[config.mk]
export PLATFORM = sky130hd
export DESIGN_NAME = major_cycle_sequencer
export DESIGN_NICKNAME = d
export VERILOG_FILES = /design/src/rtl/major_cycle_sequencer.sv
export SDC_FILE = /design/constraint.sdc
export NUM_CORES = 1
export LEC_CHECK = 0
export CORE_MARGIN = 1.5
export CORE_UTILIZATION = 50
export CTS_BUF_LIST = sky130_fd_sc_hd__clkbuf_8 sky130_fd_sc_hd__clkbuf_16
export CTS_CLUSTER_SIZE = 12
export DETAILED_ROUTE_END_ITERATION = 16
export GPL_ROUTABILITY_DRIVEN = 0
export PLACE_DENSITY = 0.93
export SYNTH_ARGS = -nofsm -noshare
export SYNTH_HDL_FRONTEND = slang
export SYNTH_SLANG_ARGS = --single-unit
[constraint.sdc]
create_clock -name clk -period 3.1 [get_ports clk]
set_input_delay 0.465 -clock clk [delete_from_list [all_inputs] [get_ports clk]]
set_output_delay 0.465 -clock clk [all_outputs]
set_load 0.005 [all_outputs]
[src/rtl/major_cycle_sequencer.sv]
// Major-phase/step sequencer (HALT/FETCH/AUTOINC/EXEC/IRQ); 2 clocks per step, no gap cycles; stop/sstep honoured at boundaries.
// Optional SEQ_WATCHDOG_EN: an EXEC overrun sets sticky seqErr and halts, instead of holding ck/stb at the last step.
module major_cycle_sequencer #(
  parameter int NSTEPS      = 6,
  parameter int FETCH_STEPS = 2,
  parameter int AUTO_STEPS  = 3,
  parameter int IRQ_STEPS   = 2
) (
  input  logic              clk,
  input  logic              reset,
  input  logic              run,
  input  logic              sstep,
  input  logic              stop,
  input  logic              done,
  input  logic              instIsPPIND,
  input  logic              irqReq,
  input  logic              irqEnable,
  output logic [NSTEPS-1:0] ck,
  output logic [NSTEPS-1:0] stb,
  output logic              phFetch,
  output logic              phAuto,
  output logic              phExec,
  output logic              phIrq,
  output logic              irqOverride,
  output logic              running,
  output logic              seqErr
);

  typedef enum logic [2:0] {
    S_HALT,
    S_FETCH,
    S_AUTO,
    S_EXEC,
    S_IRQ
  } state_t;

  localparam logic [NSTEPS-1:0] STEP1 = NSTEPS'(1);

  state_t            state_q, state_d;
  logic [NSTEPS-1:0] ck_d;
  logic              sub_b_q, sub_b_d;
  logic              hold_q, hold_d;
  logic              stop_pend_q, stop_pend_d;
  logic              sstep_pend_q, sstep_pend_d;
  logic              last_step;
  logic              boundary;
  logic              irq_ok;
  logic              go_halt;
`ifdef SEQ_WATCHDOG_EN
  logic              seq_err_q, seq_err_d;
`endif

  always_comb begin
    last_step = 1'b0;
    case (state_q)
      S_FETCH: last_step = ck[FETCH_STEPS-1];
      S_AUTO:  last_step = ck[AUTO_STEPS-1];
      S_EXEC:  last_step = ck[NSTEPS-1];
      S_IRQ:   last_step = ck[IRQ_STEPS-1];
      default: last_step = 1'b0;
    endcase
  end

  always_comb begin
    state_d      = state_q;
    ck_d         = ck;
    sub_b_d      = sub_b_q;
    hold_d       = hold_q;
    stop_pend_d  = stop_pend_q | (stop && (state_q != S_HALT));
    sstep_pend_d = sstep_pend_q;
    boundary     = 1'b0;
    irq_ok       = 1'b0;
    go_halt      = 1'b0;
`ifdef SEQ_WATCHDOG_EN
    seq_err_d    = seq_err_q;
`endif

    case (state_q)
      S_HALT: begin
        if (!stop && (run || sstep)) begin
          state_d      = S_FETCH;
          ck_d         = STEP1;
          sub_b_d      = 1'b0;
          sstep_pend_d = !run;
        end
      end
      S_EXEC: begin
        // done only counts in sub-cycle A, or while parked on the final step
        if (!sub_b_q) begin
          if (done) begin
            boundary = 1'b1;
            irq_ok   = 1'b1;
          end else begin
            sub_b_d = 1'b1;
          end
        end else if (hold_q) begin
          if (done) begin
            boundary = 1'b1;
            irq_ok   = 1'b1;
          end
        end else if (last_step) begin
`ifdef SEQ_WATCHDOG_EN
          seq_err_d = 1'b1;
          go_halt   = 1'b1;
`else
          hold_d    = 1'b1;
`endif
        end else begin
          ck_d    = ck << 1;
          sub_b_d = 1'b0;
        end
      end
      default: begin
        if (!sub_b_q) begin
          sub_b_d = 1'b1;
        end else if (!last_step) begin
          ck_d    = ck << 1;
          sub_b_d = 1'b0;
        end else begin
          ck_d    = STEP1;
          sub_b_d = 1'b0;
          case (state_q)
            S_FETCH: state_d  = instIsPPIND ? S_AUTO : S_EXEC;
            S_AUTO:  state_d  = S_EXEC;
            default: boundary = 1'b1;
          endcase
        end
      end
    endcase

    if (boundary) begin
      ck_d    = STEP1;
      sub_b_d = 1'b0;
      hold_d  = 1'b0;
      if (stop_pend_d || sstep_pend_q) begin
        go_halt = 1'b1;
      end else if (irq_ok && irqReq && irqEnable) begin
        state_d = S_IRQ;
      end else begin
        state_d = S_FETCH;
      end
    end

    if (go_halt) begin
      state_d      = S_HALT;
      ck_d         = '0;
      sub_b_d      = 1'b0;
      hold_d       = 1'b0;
      stop_pend_d  = 1'b0;
      sstep_pend_d = 1'b0;
    end
  end

  always_ff @(posedge clk) begin
    if (reset) begin
      state_q      <= S_HALT;
      ck           <= '0;
      stb          <= '0;
      sub_b_q      <= 1'b0;
      hold_q       <= 1'b0;
      stop_pend_q  <= 1'b0;
      sstep_pend_q <= 1'b0;
      phFetch      <= 1'b0;
      phAuto       <= 1'b0;
      phExec       <= 1'b0;
      phIrq        <= 1'b0;
      irqOverride  <= 1'b0;
      running      <= 1'b0;
    end else begin
      state_q      <= state_d;
      ck           <= ck_d;
      stb          <= sub_b_d ? ck_d : '0;
      sub_b_q      <= sub_b_d;
      hold_q       <= hold_d;
      stop_pend_q  <= stop_pend_d;
      sstep_pend_q <= sstep_pend_d;
      phFetch      <= (state_d == S_FETCH);
      phAuto       <= (state_d == S_AUTO);
      phExec       <= (state_d == S_EXEC);
      phIrq        <= (state_d == S_IRQ);
      irqOverride  <= (state_d == S_IRQ);
      running      <= (state_d != S_HALT);
    end
  end

`ifdef SEQ_WATCHDOG_EN
  always_ff @(posedge clk) begin
    if (reset) seq_err_q <= 1'b0;
    else       seq_err_q <= seq_err_d;
  end
  assign seqErr = seq_err_q;
`else
  assign seqErr = 1'b0;
`endif

endmodule

==> results of run 1 <==
==> cell families (layout without fill, tap and decap cells) <==
kind of cell / Yosys count / after routing / share of synthesized area, %
DFF: 24 / 24 / 41.60
other: 1 / 1 / 0.3247
and+or+nand+nor: 55 / 55 / 27.52
muxes: 1 / 1 / 0.9750
AOI/OAI and AO/OA: 30 / 30 / 22.97
buffers and inverters: 12 / 33 / 5.850
xor gates and xnor gates: 1 / 1 / 0.7585
==> synthesized netlist by cell type (2+ instances only) <==
master,n,share of area (%)
buf_4,2,1.3
o21bai_1,2,1.3
buf_2,3,1.3
clkbuf_1,2,0.65
dfxtp_1,24,42
nor2_1,21,6.8
a211oi_4,2,3.5
and3_1,3,1.6
nor3_1,3,1.3
and2_1,2,1.1
a21oi_1,5,2.2
and4bb_2,3,3.3
nand2b_1,2,1.1
nand4_1,2,1.1
nand3_1,2,0.87
nand2_1,4,1.3
nor2b_1,4,2.2
a22oi_1,5,3.3
inv_1,2,0.65
o21ai_0,3,1.3
==> cells in the final DEF (no fill, tap or decap), types with 3 or more instances in the layout <==
master           instances
clkbuf_8                 3
and3_1                   3
nor2_1                  21
nor3_1                   3
nand2_1                  4
clkdlybuf4s50_1         26
nor2b_1                  4
o21ai_0                  3
dfxtp_1                 24
a22oi_1                  5
and4bb_2                 3
a21oi_1                  5
==> through the flow <==
stage | total power [mW] | std cells
floorplan | 0.3860 | 124
global placement | 0.4131 | 169
detailed placement | 0.4162 | 169
CTS | 0.6866 | 173
global route | 0.7071 | 173
finish | 0.6831 | 173
==> state kept, by name, indices dropped and copies added, names as in the netlist <==
signal and cells:
running 1, ck 6, state_q 3, phAuto 1
stop_pend_q 1, stb 6, sub_b_q 1, phExec 1
phFetch 1, hold_q 1, irqOverride 1, sstep_pend_q 1
==> power by group <==
group / total (mW) / switching, mW / leakage, nW / internal (mW)
clock network: 0.271 / 0.0982 / 0.0357 / 0.173
registers: 0.330 / 0.0125 / 0.195 / 0.318
logic: 0.0820 / 0.0394 / 0.312 / 0.0427
total: 0.683 / 0.150 / 0.543 / 0.533
==> critical path, delay by kind of cell (launching register included) <==
| kind | cells | cell delay [ns] |
|---|---|---|
| and+or+nand+nor | 5 | 1.40 |
| DFF | 1 | 0.59 |
==> routing by layer <==
metal	up-vias	track usage [%]
met2	51	33.12
met5	-	0
met1	473	26.94
met4	0	15.32
li1	483	-
met3	13	5.556
==> how the worst max path moves through the flow <==
stage | startpoint | to | slack, ns | cells past startpoint
after floorplan | state_q[1] | irqOverride | 1.36 | 6
after global placement | stop | ck[1] | 1.02 | 6
after detailed placement | stop | stb[4] | 1.0 | 6
after CTS | state_q[2] | stb[4] | 1.08 | 5
after global routing | state_q[2] | stb[4] | 0.94 | 5
final | state_q[2] | stb[4] | 1.05 | 5
==> layout make-up <==
cell class / count / share of cell area [%]
clock buffer: 3 / 2.818
clock inverter: 1 / 2.050
inverter: 3 / 0.7686
multi-input combinational: 88 / 41.42
sequential: 24 / 32.79
tap: 28 / 2.391
timing repair buffer: 26 / 17.76
==> run_results.csv, run 1 <==
group,metric,value,unit
layout,fin_util,66.88,%
grt,grt_max_degree,15,
synthesis,avgSynthCellArea,9.313,um^2
clocking,ctsHoldBuffers,0,
worst_hold_path,hp-class,"reg2reg",
drt,dr.pass1.iters,4,
sta,fin_crit_sh,66.24,%
sta,holdWs,0.5263,ns
power,max-vdd-ir-drop,0.3276,mV
drt,wirelength,2.543,mm
drt,post_drt_wl_per_cell,14.70,um
drt,wl_met1,1.114,mm
clocking,cts_tree,"done",
power,p_leak,0.5430,nW
grt,grt_pass1_wl,4.202,mm
worst_hold_path,worst_hold_path.endpoint,"hold_q",
critical_path,crit_path_start_kind,"flop",
worst_hold_path,hold_depth,2,
clocking,cts_max_level,1,
layout,seq_area,480.5,um^2
floorplanning,row_count,17,
layout,syn_to_final_growth,26.87,%
clocking,cts.reportedPaths.clkPinSlew,0.08,ns
grt,grt_pass1_vias,940,
floorplanning,dieArea,2607,um^2
clocking,cts_buffers,3,
critical_path,worstPathRequired,3.30,ns
drt,vias_per_cell,5.896,
clocking,clock-sinks,24,
sta,fin_setup_tns,0,ns
synthesis,ys_async_sr_fraction,0,%
grt,antenna_found_initial,0,
critical_path,r2r_slack,1.05,ns
sta,fmax,487.0,MHz
synthesis,synth_seq_area_share,41.60,%
critical_path,worstSetupPathType,"reg2reg",
critical_path,cp-end-kind,"flop",
synthesis,ys_ff_latch,24,
clocking,clkLatencyLatePin,0.27,ns
sta,drv_slew,0,
layout,drive_gt1_share,13.79,%
drt,top_layer,"met4",
sta,setup_slack,1.047,ns
drt,drt_iter0_drc,51,
layout,diodes,0,
drt,antenna_left,0,
synthesis,netlist_area,1155,um^2
critical_path,worst_path_max_delay_cell,"dfxtp_1",
sta,finalHoldViolations,0,
floorplanning,core_area,2191,um^2
critical_path,r2r-start,"state_q[2]",
drt,dr_wl_met2,1.180,mm
placed_design,dp_hpwl,1.836,mm
synthesis,synth_edf_count,0,
synthesis,yosysUniqueCellTypes,48,
clocking,cts_root_buf,"clkbuf_8",
synthesis,synth_flop_cell,"dfxtp_1",
critical_path,worstRegToRegCells,5,
critical_path,max_stage_delay,0.59,ns
sta,min_period,2.053,ns
layout,multi_input_area,606.8,um^2
critical_path,path_cells,"and3b_1 -> and3_1 -> or3_1 -> nand2b_4 -> nor2_1",
floorplanning,start_util,52.71,%
sta,setup_violations,0,
critical_path,r2r_end,"stb[4]",
layout,fill_cells,152,
worst_hold_path,worstHoldStart,"hold_q",
clocking,clock_path_buffers,2,
synthesis,syn_nets,133,
grt,overflow,0,
drt,drc,0,
critical_path,arrival,2.26,ns
synthesis,ys_warn_count,0,
layout,nets,155,
status,status,"finished clean",
synthesis,syn_inst,124,
sta,rsz0062_at_grt,"false",
floorplanning,io_pins,28,
drt,wl_met3,148,um
flow_run,cap_viol_max_count,0,
placed_design,port_buffers,26,
layout,finalInstanceArea,1465,um^2
clocking,cts_resized,0,
clocking,cts_setup_buffers,0,
drt,num_vias,1020,
critical_path,worst-path-max-fanout,14,
grt,grt_usage,21.86,%
floorplanning,fp.dieW,51.06,um
placed_design,pre_cts_ws,0.9961,ns
floorplanning,die_h,51.06,um
placed_design,place_area,1394,um^2
sta,finalClockSkew,0.005522,ns
power,cellPowerDensity,466.2,nW/um^2
Power figures use the tool's default switching activity.
==> inputs of run 2 (changes only) <==
--- a/config.mk
+++ b/config.mk
@@ -6,12 +6,12 @@
 export NUM_CORES = 1
 export LEC_CHECK = 0
 export CORE_MARGIN = 1.5
-export CORE_UTILIZATION = 50
+export CORE_UTILIZATION = 48
 export CTS_BUF_LIST = sky130_fd_sc_hd__clkbuf_8 sky130_fd_sc_hd__clkbuf_16
 export CTS_CLUSTER_SIZE = 12
 export DETAILED_ROUTE_END_ITERATION = 16
 export GPL_ROUTABILITY_DRIVEN = 0
-export PLACE_DENSITY = 0.93
+export PLACE_DENSITY = 0.9
 export SYNTH_ARGS = -nofsm -noshare
 export SYNTH_HDL_FRONTEND = slang
 export SYNTH_SLANG_ARGS = --single-unit
==> constraint.sdc (replaced) <==
create_clock -name clk -period 1.93 [get_ports clk]
set_input_delay 0.2895 -clock clk [delete_from_list [all_inputs] [get_ports clk]]
set_output_delay 0.2895 -clock clk [all_outputs]
set_load 0.005 [all_outputs]
==> run 2 against run 1 <==
Setup slack lost 0.90 ns. Die area grew 3.9%. Count of clock-buffer cells in the layout is the same. Combinational power grew 73%. Clock skew shrank 0.0040 ns. Power grew 63%. Global-route usage grew 0.71 points. Utilization grew 1.2 points. Critical endpoint is now irqOverride. Largest cell class unchanged. Highest routed layer unchanged.
==> run_results.csv, run 2 (synthesized netlist as in run 1, its figures left out) <==
group,metric,value,unit
drt,dr.pass1.iters,5,
sta,holdWs,0.5179,ns
power,max-vdd-ir-drop,0.5789,mV
drt,vias_per_cell,5.694,
critical_path,max_stage_delay,0.44,ns
critical_path,worstRegToRegCells,5,
grt,grt_max_degree,15,
layout,seq_area,484.2,um^2
drt,post_drt_wl_per_cell,15.29,um
sta,finalClockSkew,0.001534,ns
sta,fin_setup_tns,0,ns
critical_path,crit_path_start_kind,"flop",
critical_path,arrival,1.95,ns
sta,rsz0062_at_grt,"false",
worst_hold_path,worst_hold_path.endpoint,"hold_q",
critical_path,crit_buf_inv,0,
grt,grt_util_met1,28.78,%
grt,antenna_found_initial,0,
critical_path,r2r-start,"state_q[1]",
floorplanning,io_pins,28,
sta,drv_slew,0,
power,netSwitchingFraction,22.29,%
critical_path,path_cells,"and4bb_2 -> a32oi_1 -> o211ai_1 -> o32a_4 -> and3_1",
clocking,clock_path_buffers,2,
sta,setup_slack,0.1495,ns
sta,fmax,561.6,MHz
sta,setup_violations,0,
worst_hold_path,worstHoldStart,"hold_q",
critical_path,worst-path-max-fanout,12,
clocking,cts.reportedPaths.clkPinSlew,0.08,ns
layout,drive_gt1_share,19.74,%
layout,multi_input_area,606.8,um^2
floorplanning,fp.dieW,52.05,um
layout,reg.largest.list,"ck: 6 flops, stb: 6 flops, state_q: 3 flops",
flow_run,cap_viol_max_count,0,
layout,mostFrequentLayoutCell,"clkdlybuf4s50_1",
critical_path,worst_path_max_delay_cell,"dfxtp_2",
clocking,cts_tree,"done",
clocking,cts_root_buf,"clkbuf_8",
grt,grt_pass1_vias,972,
grt,busiest_layer,"met2",
floorplanning,start_util,51.71,%
clocking,clock-sinks,24,
clocking,cts_buffers,3,
layout,final_cell_mix,"clkdlybuf4s50_1, nor2_1, dfxtp_1, buf_4",
clocking,cts_max_level,1,
power,cellPowerDensity,730.3,nW/um^2
placed_design,dp_hpwl,1.976,mm
drt,drc,0,
power,p_leak,0.5807,nW
grt,grt_pass1_wl,4.450,mm
floorplanning,dieArea,2709,um^2
layout,nets,162,
floorplanning,core_area,2233,um^2
drt,wirelength,2.752,mm
grt,overflow,0,
critical_path,cp-end-kind,"flop",
floorplanning,die_h,52.05,um
grt,grt_util_met2,36.71,%
layout,fill_cells,166,
critical_path,r2r_end,"irqOverride",
drt,drt_iter0_drc,44,
layout,diodes,0,
layout,syn_to_final_growth,31.74,%
critical_path,worstSetupPathType,"reg2reg",
power,clkPwrFrac,39.6,%
floorplanning,row_count,17,
power,seqPwrFrac,47.6,%
drt,num_vias,1025,
drt,antenna_left,0,
placed_design,pre_cts_ws,0.008021,ns
power,p_comb_share,12.8,%
critical_path,r2r_slack,0.15,ns
grt,grt_usage,22.57,%
worst_hold_path,hold_depth,2,
sta,finalHoldViolations,0,
power,p_total,1.111,mW
critical_path,worstPathRequired,2.10,ns
sta,min_period,1.781,ns
power,power.internal,0.8634,mW
clocking,clkLatencyLatePin,0.27,ns
critical_path,path_delay_family,"compound AO/OA/AOI/OAI gates",
sta,fin_crit_sh,92.25,%
status,status,"finished clean",
placed_design,port_buffers,26,
worst_hold_path,hp-class,"reg2reg",
grt,grtUsageMet3,3.448,%
layout,fin_util,68.12,%
power,power.switching,0.2477,mW
run 2: changes by cell type in the layout (fill, tap and decap cells not counted), sizes merged:
cell  delta
buf      +7
run 2: area by class of cell:
| class | count | area share, % |
|---|---|---|
| flip-flops and latches | 24 | 31.83 |
| repair buffers | 33 | 20.56 |
| clock buffers | 3 | 2.714 |
| multi-input cells | 88 | 39.88 |
| well taps | 28 | 2.303 |
| inverters | 3 | 0.7401 |
| clock inverters | 1 | 1.974 |
run 2: power by group through the flow:
| stage | Combinational [mW] | Clock, mW | Sequential, mW |
|---|---|---|---|
| final | 0.142 | 0.440 | 0.529 |
| after global routing | 0.155 | 0.461 | 0.531 |
| after CTS | 0.142 | 0.445 | 0.527 |
| after detailed placement | 0.139 | 0 | 0.538 |
| after global placement | 0.134 | 0 | 0.538 |
| after floorplan | 0.0882 | 0 | 0.532 |
run 2: per-layer routing:
metal / wire (um) / share of wire [%]
met1: 1157 / 42
met2: 1379 / 50
met3: 164 / 6.0
met4: 51 / 1.9
met5: 0 / 0
run 2: worst register-to-register path: stages, from the launching register on:
cell and delay, ns:
dfxtp_2 0.44, and4bb_2 0.27, a32oi_1 0.35, o211ai_1 0.19, o32a_4 0.25, and3_1 0.17
run 2: worst max-delay path by stage:
stage	start	to	cells after the start
floorplan	state_q[1]	irqOverride	6
global placement	stop	stb[3]	6
detailed placement	stop	stb[3]	6
CTS	sub_b_q	ck[4]	5
global route	state_q[2]	ck[2]	6
finish	state_q[1]	irqOverride	5
run 2: metrics by stage:
stage,area (um^2),instances
finish,1521,180
global route,1521,180
CTS,1518,180
detailed placement,1446,176
global placement,1446,176
floorplan,1155,124
run 2: repair_timing:
action                     4_1_cts  5_1_grt
gates resized for setup          0        4
buffers inserted                 0        0
setup endpoints to repair        0       10
hold buffers                     0        0
